===== src/rtl/apb_to_obi_bridge.sv =====
// -----------------------------------------------------------------------------
// apb_to_obi_bridge
//   APB completer that turns each single APB transfer into one OBI manager
//   transaction. An external APB manager reaches core-side memory and
//   peripherals through the OBI crossbar. One transfer is in flight at a time.
//
// Ports
//   clk_i, rst_ni          shared core clock, asynchronous active-low reset
//   psel_i .. pstrb_i      APB request (select, enable, write, addr, data, strobes)
//   prdata_o, pready_o,
//   pslverr_o              APB response, valid only while pready_o=1
//   obi_req_o .. obi_wdata_o  OBI address phase (all registered)
//   obi_gnt_i              OBI grant
//   obi_rvalid_i, obi_rdata_i, obi_err_i  OBI response phase
// -----------------------------------------------------------------------------
module apb_to_obi_bridge #(
    parameter int unsigned AddrWidth = 32,
    parameter int unsigned DataWidth = 32
) (
    input  logic                   clk_i,
    input  logic                   rst_ni,
    input  logic                   psel_i,
    input  logic                   penable_i,
    input  logic                   pwrite_i,
    input  logic [AddrWidth-1:0]   paddr_i,
    input  logic [DataWidth-1:0]   pwdata_i,
    input  logic [DataWidth/8-1:0] pstrb_i,
    output logic [DataWidth-1:0]   prdata_o,
    output logic                   pready_o,
    output logic                   pslverr_o,
    output logic                   obi_req_o,
    input  logic                   obi_gnt_i,
    output logic [AddrWidth-1:0]   obi_addr_o,
    output logic                   obi_we_o,
    output logic [DataWidth/8-1:0] obi_be_o,
    output logic [DataWidth-1:0]   obi_wdata_o,
    input  logic                   obi_rvalid_i,
    input  logic [DataWidth-1:0]   obi_rdata_i,
    input  logic                   obi_err_i
);

    typedef enum logic [1:0] {
        IDLE,
        REQ,
        RSP,
        DONE
    } state_e;

    state_e                 state_q,     state_d;
    logic                   obi_req_q,   obi_req_d;
    logic [AddrWidth-1:0]   obi_addr_q,  obi_addr_d;
    logic                   obi_we_q,    obi_we_d;
    logic [DataWidth/8-1:0] obi_be_q,    obi_be_d;
    logic [DataWidth-1:0]   obi_wdata_q, obi_wdata_d;
    logic                   pready_q,    pready_d;
    logic                   pslverr_q,   pslverr_d;
    logic [DataWidth-1:0]   prdata_q,    prdata_d;

    always_comb begin
        state_d     = state_q;
        obi_req_d   = obi_req_q;
        obi_addr_d  = obi_addr_q;
        obi_we_d    = obi_we_q;
        obi_be_d    = obi_be_q;
        obi_wdata_d = obi_wdata_q;
        pready_d    = pready_q;
        pslverr_d   = pslverr_q;
        prdata_d    = prdata_q;

        case (state_q)
            IDLE: begin
                // Only the setup phase starts a transfer; responses arriving
                // here are leftovers from an aborted access and are dropped.
                if (psel_i && !penable_i) begin
                    if (paddr_i[1:0] != 2'b00) begin
                        state_d   = DONE;
                        pready_d  = 1'b1;
                        pslverr_d = 1'b1;
                        prdata_d  = '0;
                    end else begin
                        state_d     = REQ;
                        obi_req_d   = 1'b1;
                        obi_addr_d  = {paddr_i[AddrWidth-1:2], 2'b00};
                        obi_we_d    = pwrite_i;
                        obi_wdata_d = pwdata_i;
                        obi_be_d    = pwrite_i ? pstrb_i : '1;
                    end
                end
            end
            REQ: begin
                if (obi_gnt_i) begin
                    state_d   = RSP;
                    obi_req_d = 1'b0;
                end
            end
            RSP: begin
                if (obi_rvalid_i) begin
                    state_d   = DONE;
                    pready_d  = 1'b1;
                    pslverr_d = obi_err_i;
                    // Read data is returned only for successful reads.
                    prdata_d  = (obi_we_q || obi_err_i) ? '0 : obi_rdata_i;
                end
            end
            DONE: begin
                // Completes regardless of psel_i so an early-dropped
                // transfer cannot hang the bridge.
                state_d   = IDLE;
                pready_d  = 1'b0;
                pslverr_d = 1'b0;
                prdata_d  = '0;
            end
            default: begin
                state_d   = IDLE;
                obi_req_d = 1'b0;
                pready_d  = 1'b0;
                pslverr_d = 1'b0;
                prdata_d  = '0;
            end
        endcase
    end

    always_ff @(posedge clk_i or negedge rst_ni) begin
        if (!rst_ni) begin
            state_q     <= IDLE;
            obi_req_q   <= 1'b0;
            obi_addr_q  <= '0;
            obi_we_q    <= 1'b0;
            obi_be_q    <= '0;
            obi_wdata_q <= '0;
            pready_q    <= 1'b0;
            pslverr_q   <= 1'b0;
            prdata_q    <= '0;
        end else begin
            state_q     <= state_d;
            obi_req_q   <= obi_req_d;
            obi_addr_q  <= obi_addr_d;
            obi_we_q    <= obi_we_d;
            obi_be_q    <= obi_be_d;
            obi_wdata_q <= obi_wdata_d;
            pready_q    <= pready_d;
            pslverr_q   <= pslverr_d;
            prdata_q    <= prdata_d;
        end
    end

    assign obi_req_o   = obi_req_q;
    assign obi_addr_o  = obi_addr_q;
    assign obi_we_o    = obi_we_q;
    assign obi_be_o    = obi_be_q;
    assign obi_wdata_o = obi_wdata_q;
    assign pready_o    = pready_q;
    assign pslverr_o   = pslverr_q;
    assign prdata_o    = prdata_q;

endmodule


===== config.mk =====
export PLATFORM = sky130hd
export DESIGN_NAME = apb_to_obi_bridge
export DESIGN_NICKNAME = d
export VERILOG_FILES = /design/src/rtl/apb_to_obi_bridge.sv
export SDC_FILE = /design/constraint.sdc
export NUM_CORES = 1
export LEC_CHECK = 0
export ABC_AREA = 1
export CAP_MARGIN = 30
export CORE_ASPECT_RATIO = 1.4
export CORE_MARGIN = 1
export CORE_UTILIZATION = 25
export CTS_BUF_LIST = sky130_fd_sc_hd__clkbuf_4 sky130_fd_sc_hd__clkbuf_8
export DETAILED_ROUTE_END_ITERATION = 8
export PLACE_DENSITY = 0.5
export SYNTH_ARGS = -nofsm -noshare
export SYNTH_HDL_FRONTEND = slang
export SYNTH_SLANG_ARGS = --single-unit

===== constraint.sdc =====
create_clock -name clk_i -period 2.54 [get_ports clk_i]
set_input_delay 0.508 -clock clk_i [delete_from_list [all_inputs] [get_ports clk_i]]
set_output_delay 0.508 -clock clk_i [all_outputs]
set_load 0.05 [all_outputs]

Word-level counts from Yosys, hierarchy flattened
Index checks and enable logic that the tools add are counted.
W data, S select, Z words.
{"block": "classes", "n_addsub": 0, "multipliers": 0, "n_div": 0, "order_cmp": 0, "n_eq_ne": 8, "shifts": 0, "mux": 21, "bitwise_logic": 1, "reduce_logical": 11}
{"operator": "$mux W32", "count": 4}
{"operator": "$pmux W32 S3", "count": 1}
{"operator": "$ne A2 B2 Y1 const B", "count": 5}
{"operator": "$mux W2", "count": 4}
{"operator": "$pmux W2 S4", "count": 1}
{"operator": "$reduce_and A4 Y1", "count": 2}
{"operator": "$mux W1", "count": 7}
{"operator": "$pmux W1 S3", "count": 2}
{"operator": "$reduce_and A3 Y1", "count": 2}
{"operator": "$eq A2 B2 Y1 const B", "count": 2}
{"operator": "$mux W4", "count": 1}
{"operator": "$reduce_bool A2 Y1", "count": 2}
{"operator": "$reduce_bool A3 Y1", "count": 1}
{"operator": "$eq A2 B1 Y1 const B", "count": 1}
{"operator": "$logic_not A2 Y1", "count": 1}
{"operator": "$pmux W1 S2", "count": 1}
{"operator": "$logic_and A1 B1 Y1", "count": 1}
{"operator": "$logic_not A1 Y1", "count": 1}
{"operator": "$logic_or A1 B1 Y1", "count": 1}
{"operator": "$not A1 Y1", "count": 1}
{"block": "totals", "register_bits": 104, "latch_bits": 0, "ramBits": 0, "romBits": 0, "in_bits": 108, "wordCells": 50, "n_memories": 0}

Logic depth before layout (Yosys ltp)
Gate-level depths: netlist of the first run.
{"block": "depth", "depth_word": 4, "ltp_mapped": 10, "depth_no_buf": 8}

Worst setup path after synthesis of the first run
No wires, ideal clock.
{"block": "synth_path", "kind": "register -> register", "start": "reg state_q[0]", "end": "reg obi_we_q, in the netlist obi_we_o", "setup_ns": 0.130, "arrival_time_ns": 1.366, "path_slack_ns": 1.043, "path_stages_with_launch": 8, "n_path_buf": 2, "path_cell_list": "dfrtp_1 inv_1 ha_1 nand4_4 buf_6 buf_2 nand2_1 o21ai_1"}
{"block": "synth_via", "elab_chain_cells": 2}
{"element": "start, declared", "line_no": "49", "source": "state_e state_q, state_d;"}
{"element": "start signal, assigned", "line_no": "135", "source": "state_q <= state_d;"}
{"element": "$logic_not A2 Y1", "line_no": "70", "source": "case (state_q)"}
{"element": "$reduce_and A3 Y1 (no line)"}
{"element": "end signal, assigned", "line_no": "138", "source": "obi_we_q <= obi_we_d;"}
{"element": "end, declared", "line_no": "52", "source": "logic obi_we_q, obi_we_d;"}
No other way between the ends.
A chain may end at the register's enable or synchronous reset.

Worst setup path after layout of the first run
{"block": "layout_path", "start": "reg obi_we_q, in the netlist obi_we_o", "end": "out obi_we_o"}
{"element": "end, declared", "line_no": "34", "source": "output logic obi_we_o,"}
No word-level cell between the ends.

==> flow_metrics.env, run 1 <==
export IMPL_outcome="finished clean"
export IMPL_synth_warnings=0
export IMPL_final_cell_area_um2=7046
export IMPL_first_iter_violations=247
export IMPL_syn_avg_cell_area_um2=8.377
export IMPL_synthTopCellsByArea="dfrtp_1 (57%), nand2_1 (15%), o21ai_0 (7.3%), inv_1 (5.7%), o21ai_1 (4.0%)"
export IMPL_slowest_stage="clkdlybuf4s50_1"
export IMPL_routed_wl_mm=12.86
export IMPL_postSynthCellCount=548
export IMPL_p_int_mw=4.643
export IMPL_final_hold_viol_count=0
export IMPL_cts_sinks=104
export IMPL_worstMarginPinSlew_ns=0.6282
export IMPL_start_util=0.2551
export IMPL_crit_path_end_kind="output pin"
export IMPL_cts_resized=0
export IMPL_arrival_ns=1.63
export IMPL_p_leak_nw=3.400
export IMPL_synth_edff_count=0
export IMPL_path_cells="clkdlybuf4s50_1"
export IMPL_yosysTopAreaCell="dfrtp_1"
export IMPL_area_growth_pct=53.48
export IMPL_first_pass_iters=4
export IMPL_core_um2=18000
export IMPL_cts_tree="yes"
export IMPL_wire_per_inst_um=13.02
export IMPL_pin_count=212
export IMPL_swShare=0.5240
export IMPL_die_width_um=116.5
export IMPL_die_height_um=162.3
export IMPL_synth_most_common_cell="nand2_1"
export IMPL_dpl_hpwl_mm=9.324
export IMPL_cp_start_kind="register"
export IMPL_required_ns=2.03
export IMPL_grt_overflow=0
export IMPL_relSlewSlack=0.5812
export IMPL_switchingPower_mw=5.111
export IMPL_fin_skew_ns=0.008888
export IMPL_port_buffers=209
export IMPL_rsz0062_at_grt="no"
export IMPL_grt_pass1_wl_mm=20.62
export IMPL_path_max_fanout=3
export IMPL_maxCapViolCount=0
export IMPL_slowest_delay_ns=0.85
export IMPL_num_rows=58
export IMPL_multi_input_comb_area_um2=1519
export IMPL_fin_crit_ns=2.139
export IMPL_syn_area_um2=4591
export IMPL_synth_cell_types=22
export IMPL_final_period_utilization=0.8423
export IMPL_hold_class="reg -> reg"
export IMPL_critical_path_top_delay_family="buffers and inverters"
export IMPL_pwr_share_comb=0.609
export IMPL_place_congestion=0.7083
export IMPL_grt_max_degree=135
export IMPL_vdd_drop_max_v=0.0006389
export IMPL_setup_viol=0
export IMPL_diodes=0
export IMPL_antenna_found_initial=0
export IMPL_p_clk_frac=0.103
export IMPL_vias=4081
export IMPL_worstSkewPairLatency_ns=0.38
export IMPL_synth_seq_cells=104
export IMPL_h_tree_depth=3
export IMPL_numCtsBuffers=9
export IMPL_synth_ff_type="dfrtp_1"
export IMPL_slew_violations=0
export IMPL_die_area_um2=18920
export IMPL_clockBufferDepth=2
export IMPL_final_nets=856
export IMPL_power_density_nw_per_um2=1384
export IMPL_path_class="reg -> out"
export IMPL_final_setup_tns_ns=0
export IMPL_grt_use_total=0.1404
export IMPL_yosysSeqAreaShare=0.5669
export IMPL_root_buffer="clkbuf_8"
export IMPL_synth_common_cells="nand2_1 (182), dfrtp_1 (104), inv_1 (70)"
export IMPL_power_total_mw=9.754
export IMPL_worst_path_buf_inv=1
export IMPL_synthArstFlopShare=1.000
export IMPL_p_seq_frac=0.289
export IMPL_regArea_um2=2603
export IMPL_synth_top_area_share=0.5669
export IMPL_dpl_cell_area_um2=6848
export IMPL_grt_pass1_vias=4140
export IMPL_path_clk_slew_ns=0.11
export IMPL_post_cts_buffers=0
export IMPL_drive_gt1_frac=0.04144
export IMPL_hold_buffers=1
export IMPL_fin_cells=988
export IMPL_fmax_mhz=467.4
export IMPL_n_fill_cell=1929
export IMPL_via_per_inst=4.131
export IMPL_drt_antenna_violating_nets=0
export IMPL_place_inst=971
export IMPL_drc=0
export IMPL_final_util=0.3915
-- power groups by stage --
stage | clock network, mW | logic (mW) | registers, mW
after floorplan | 0 | 1.41 | 5.37
after global placement | 0 | 5.96 | 2.83
after detailed placement | 0 | 5.98 | 2.85
after CTS | 1.07 | 5.99 | 2.83
after global routing | 1.12 | 6.33 | 2.93
final | 1.00 | 5.94 | 2.82
-- routing by layer --
metal	part of all wire	vias to the layer above	track usage	wire, µm
met2	0.49	150	0.2405	6250
met5	0	-	0	0
li1	-	2052	-	-
met3	0.077	10	0.03684	987
met1	0.42	1869	0.1637	5426
met4	0.015	0	0.05769	195
-- flip-flops by register name (all words and copies together), names as in the netlist --
register	cells
obi_we_o	1
obi_req_o	1
pready_o	1
obi_addr_o	30
obi_wdata_o	32
pslverr_o	1
obi_be_o	4
prdata_o	32
state_q	2
-- cell usage in the layout (no fill, tap or decap) --
cell type        count
clkbuf_8            10
inv_1               70
o21ai_0             67
nand3_2              1
dlygate4sd3_1        1
conb_1               2
nand2_1            182
clkinvlp_4           2
nor2_2               1
nor2_1              37
inv_2                1
inv_6                2
buf_4                5
a21oi_1              1
or2_2                1
nand3_1              3
nand4_4              1
o21ai_1             37
nand2_4              2
dfrtp_1            104
clkinv_4             2
ha_1                 5
nor2_8               1
buf_12               2
clkdlybuf4s50_1    208
-- logic make-up after synthesis --
family / after synthesis / synth area share
AND/OR/NAND/NOR: 229 / 0.2011
AO/OA/AOI/OAI: 105 / 0.1145
flip-flops: 104 / 0.5669
adder cells (fa/ha/maj): 5 / 0.01363
other: 1 / 0.0008169
buffers and inverters: 104 / 0.1030
-- per-stage QoR --
step                      hold WS, ns  setup WS [ns]
after CTS                      0.4924         0.3347
after floorplan                0.2124          1.043
after detailed placement       0.3766         0.4910
after global placement         0.3778         0.5152
final                          0.4939         0.4005
after global routing           0.5271         0.3383
-- layout make-up --
| class | instances | area share |
|---|---|---|
| clock buffers | 10 | 0.01953 |
| clock inverters | 6 | 0.007104 |
| inverters | 71 | 0.03783 |
| multi-input cells | 341 | 0.2156 |
| flip-flops and latches | 104 | 0.3694 |
| well taps | 240 | 0.04262 |
| repair buffers | 216 | 0.3079 |
-- path summary, 6_finish.rpt --
path                                              start                          end  slack (ns)  depth (start not counted)
worst max-delay path               obi_we_o$_DFFE_PN0P_                     obi_we_o        0.40                          1
worst min-delay path            obi_be_o[2]$_DFFE_PN0P_      obi_be_o[2]$_DFFE_PN0P_        0.49                          2
worst max register to register   state_q[0]$_DFFE_PN0P_      prdata_o[5]$_DFFE_PN0P_        0.69                          8
worst min register to register  obi_be_o[2]$_DFFE_PN0P_      obi_be_o[2]$_DFFE_PN0P_        0.49                          2
max in group asynchronous                        rst_ni  obi_wdata_o[23]$_DFFE_PN0P_        1.22                          3
min in group asynchronous                        rst_ni     prdata_o[16]$_DFFE_PN0P_        0.52                          2
No activity file was read; power rests on OpenSTA's default activity.
==> inputs of run 2 (changes only) <==
clock period = 2.1 ns   (was 2.54 ns; I/O delays follow)
==> run 2 against run 1 <==
Compared with the run above: first-iteration DRC count down 39%; routed wire length down 0.25%; die area unchanged; global-route usage down 0.18 points; count of clock-buffer cells in the layout down 1; combinational power up 21%; highest routed layer unchanged; critical path depth unchanged; register-to-register slack worse by 0.45 ns; utilization up 0.35 points.
==> flow_metrics.env, run 2 (synthesis results as in run 1) <==
export IMPL_final_cell_area_um2=7108
export IMPL_routed_wl_mm=12.83
export IMPL_diodes=0
export IMPL_drive_gt1_frac=0.04533
export IMPL_p_seq_frac=0.284
export IMPL_fmax_mhz=498.2
export IMPL_final_setup_tns_ns=0
export IMPL_regArea_um2=2603
export IMPL_crit_path_end_kind="output pin"
export IMPL_power_total_mw=12.01
export IMPL_worstMarginPinSlew_ns=0.5554
export IMPL_hold_class="in -> async"
export IMPL_setup_viol=0
export IMPL_num_rows=58
export IMPL_grt_max_degree=109
export IMPL_path_cells="clkdlybuf4s50_1"
export IMPL_multi_input_comb_area_um2=1519
export IMPL_pwr_share_comb=0.600
export IMPL_die_height_um=162.3
export IMPL_worstRegToRegCells=8
export IMPL_fin_skew_ns=0.01284
export IMPL_path_max_fanout=2
export IMPL_fin_crit_ns=2.007
export IMPL_h_tree_depth=3
export IMPL_vias=4000
export IMPL_numCtsBuffers=9
export IMPL_wire_per_inst_um=12.96
export IMPL_clockBufferDepth=2
export IMPL_grt_overflow=0
export IMPL_place_congestion=0.7147
export IMPL_root_buffer="clkbuf_8"
export IMPL_grt_use_total=0.1386
export IMPL_final_nets=859
export IMPL_dpl_hpwl_mm=9.414
export IMPL_startpoint="obi_wdata_o[23]$_DFFE_PN0P_"
export IMPL_critical_path_top_delay_family="buffers and inverters"
export IMPL_first_pass_iters=4
export IMPL_p_leak_nw=3.430
export IMPL_power_density_nw_per_um2=1689
export IMPL_core_um2=18000
export IMPL_switchingPower_mw=6.176
export IMPL_antenna_found_initial=0
export IMPL_cts_tree="yes"
export IMPL_first_iter_violations=151
export IMPL_area_growth_pct=54.84
export IMPL_final_util=0.3950
export IMPL_pin_count=212
export IMPL_relSlewSlack=0.6286
export IMPL_final_common_cell="clkdlybuf4s50_1"
export IMPL_p_clk_frac=0.116
export IMPL_grt_pass1_vias=4109
export IMPL_slowest_stage="clkdlybuf4s50_1"
export IMPL_rsz0062_at_grt="no"
export IMPL_worst_path_buf_inv=1
export IMPL_die_width_um=116.5
export IMPL_most_common_layout_cells="clkdlybuf4s50_1 (207), nand2_1 (182), dfrtp_1 (104)"
export IMPL_port_buffers=209
export IMPL_die_area_um2=18920
export IMPL_required_ns=1.68
export IMPL_worstSkewPairLatency_ns=0.38
export IMPL_r2r_end="prdata_o[11]$_DFFE_PN0P_"
export IMPL_p_int_mw=5.833
export IMPL_drc=0
export IMPL_path_class="reg -> out"
export IMPL_arrival_ns=1.59
export IMPL_path_clk_slew_ns=0.10
export IMPL_maxCapViolCount=0
export IMPL_slowest_delay_ns=0.85
export IMPL_cp_start_kind="register"
export IMPL_cts_sinks=104
export IMPL_setup_slack_ns=0.09285
export IMPL_cts_resized=0
export IMPL_slew_violations=0
export IMPL_drt_antenna_violating_nets=0
export IMPL_ff2ff_setup_slack_ns=0.24
export IMPL_grt_pass1_wl_mm=20.18
export IMPL_worstReg2RegStart="state_q[0]$_DFFE_PN0P_"
export IMPL_outcome="finished clean"
export IMPL_n_fill_cell=1893
export IMPL_final_period_utilization=0.9558
export IMPL_post_cts_buffers=0
export IMPL_final_hold_viol_count=0
export IMPL_vdd_drop_max_v=0.0008287
export IMPL_start_util=0.2551
export IMPL_via_per_inst=4.040
export IMPL_swShare=0.5143
export IMPL_place_ws_ns=0.1306
export IMPL_dpl_cell_area_um2=6880
==> run 2: changes by cell type in the layout (fill, tap and decap cells not counted), sizes merged <==
cell,delta
buf,+4
clkinvlp,+1
clkbuf,-1
clkinv,-2
clkdlybuf4s50,-1
bufinv,+2
inv,-1
==> run 2: layer usage <==
layer | GRT usage | vias to the layer above | wire length (µm)
li1 | - | 2065 | -
met4 | 0.04545 | 0 | 155
met5 | 0 | - | 0
met3 | 0.04726 | 12 | 1063
met1 | 0.1555 | 1786 | 5326
met2 | 0.2418 | 137 | 6282
==> run 2: what timing repair did <==
item / in CTS / in global routing
hold endpoints to repair: 14 / 0
hold buffers: 1 / 0
setup endpoints to repair: 0 / 0
==> run 2: area by class of cell <==
| class | count | area share |
|---|---|---|
| clock buffers | 9 | 0.01743 |
| clock inverters | 6 | 0.01320 |
| inverters | 71 | 0.03749 |
| multi-input cells | 341 | 0.2137 |
| flip-flops and latches | 104 | 0.3661 |
| well taps | 240 | 0.04225 |
| repair buffers | 219 | 0.3098 |
==> run 2: worst max-delay path by stage <==
stage / endpoint / slack [ns] / cells past startpoint
floorplan: obi_we_o$_DFFE_PN0P_ / 0.60 / 7
global placement: prdata_o[5]$_DFFE_PN0P_ / 0.17 / 7
detailed placement: prdata_o[11]$_DFFE_PN0P_ / 0.13 / 7
CTS: obi_addr_o[31] / 0.06 / 1
global route: obi_addr_o[31] / 0.01 / 1
finish: obi_wdata_o[23] / 0.09 / 1
==> run 2: stage by stage <==
stage / hold WS (ns) / std cells
final: 0.4486 / 990
after floorplan: 0.1244 / 549
after global routing: 0.4553 / 990
after detailed placement: 0.3049 / 974
after global placement: 0.3035 / 974
after CTS: 0.4198 / 990
==> run 2: power by group through the flow <==
stage / Combinational (mW) / Clock (mW) / Sequential (mW)
finish: 7.20 / 1.39 / 3.41
floorplan: 1.71 / 0 / 6.49
global placement: 7.23 / 0 / 3.43
CTS: 7.29 / 1.46 / 3.43
detailed placement: 7.28 / 0 / 3.45
global route: 7.66 / 1.54 / 3.54
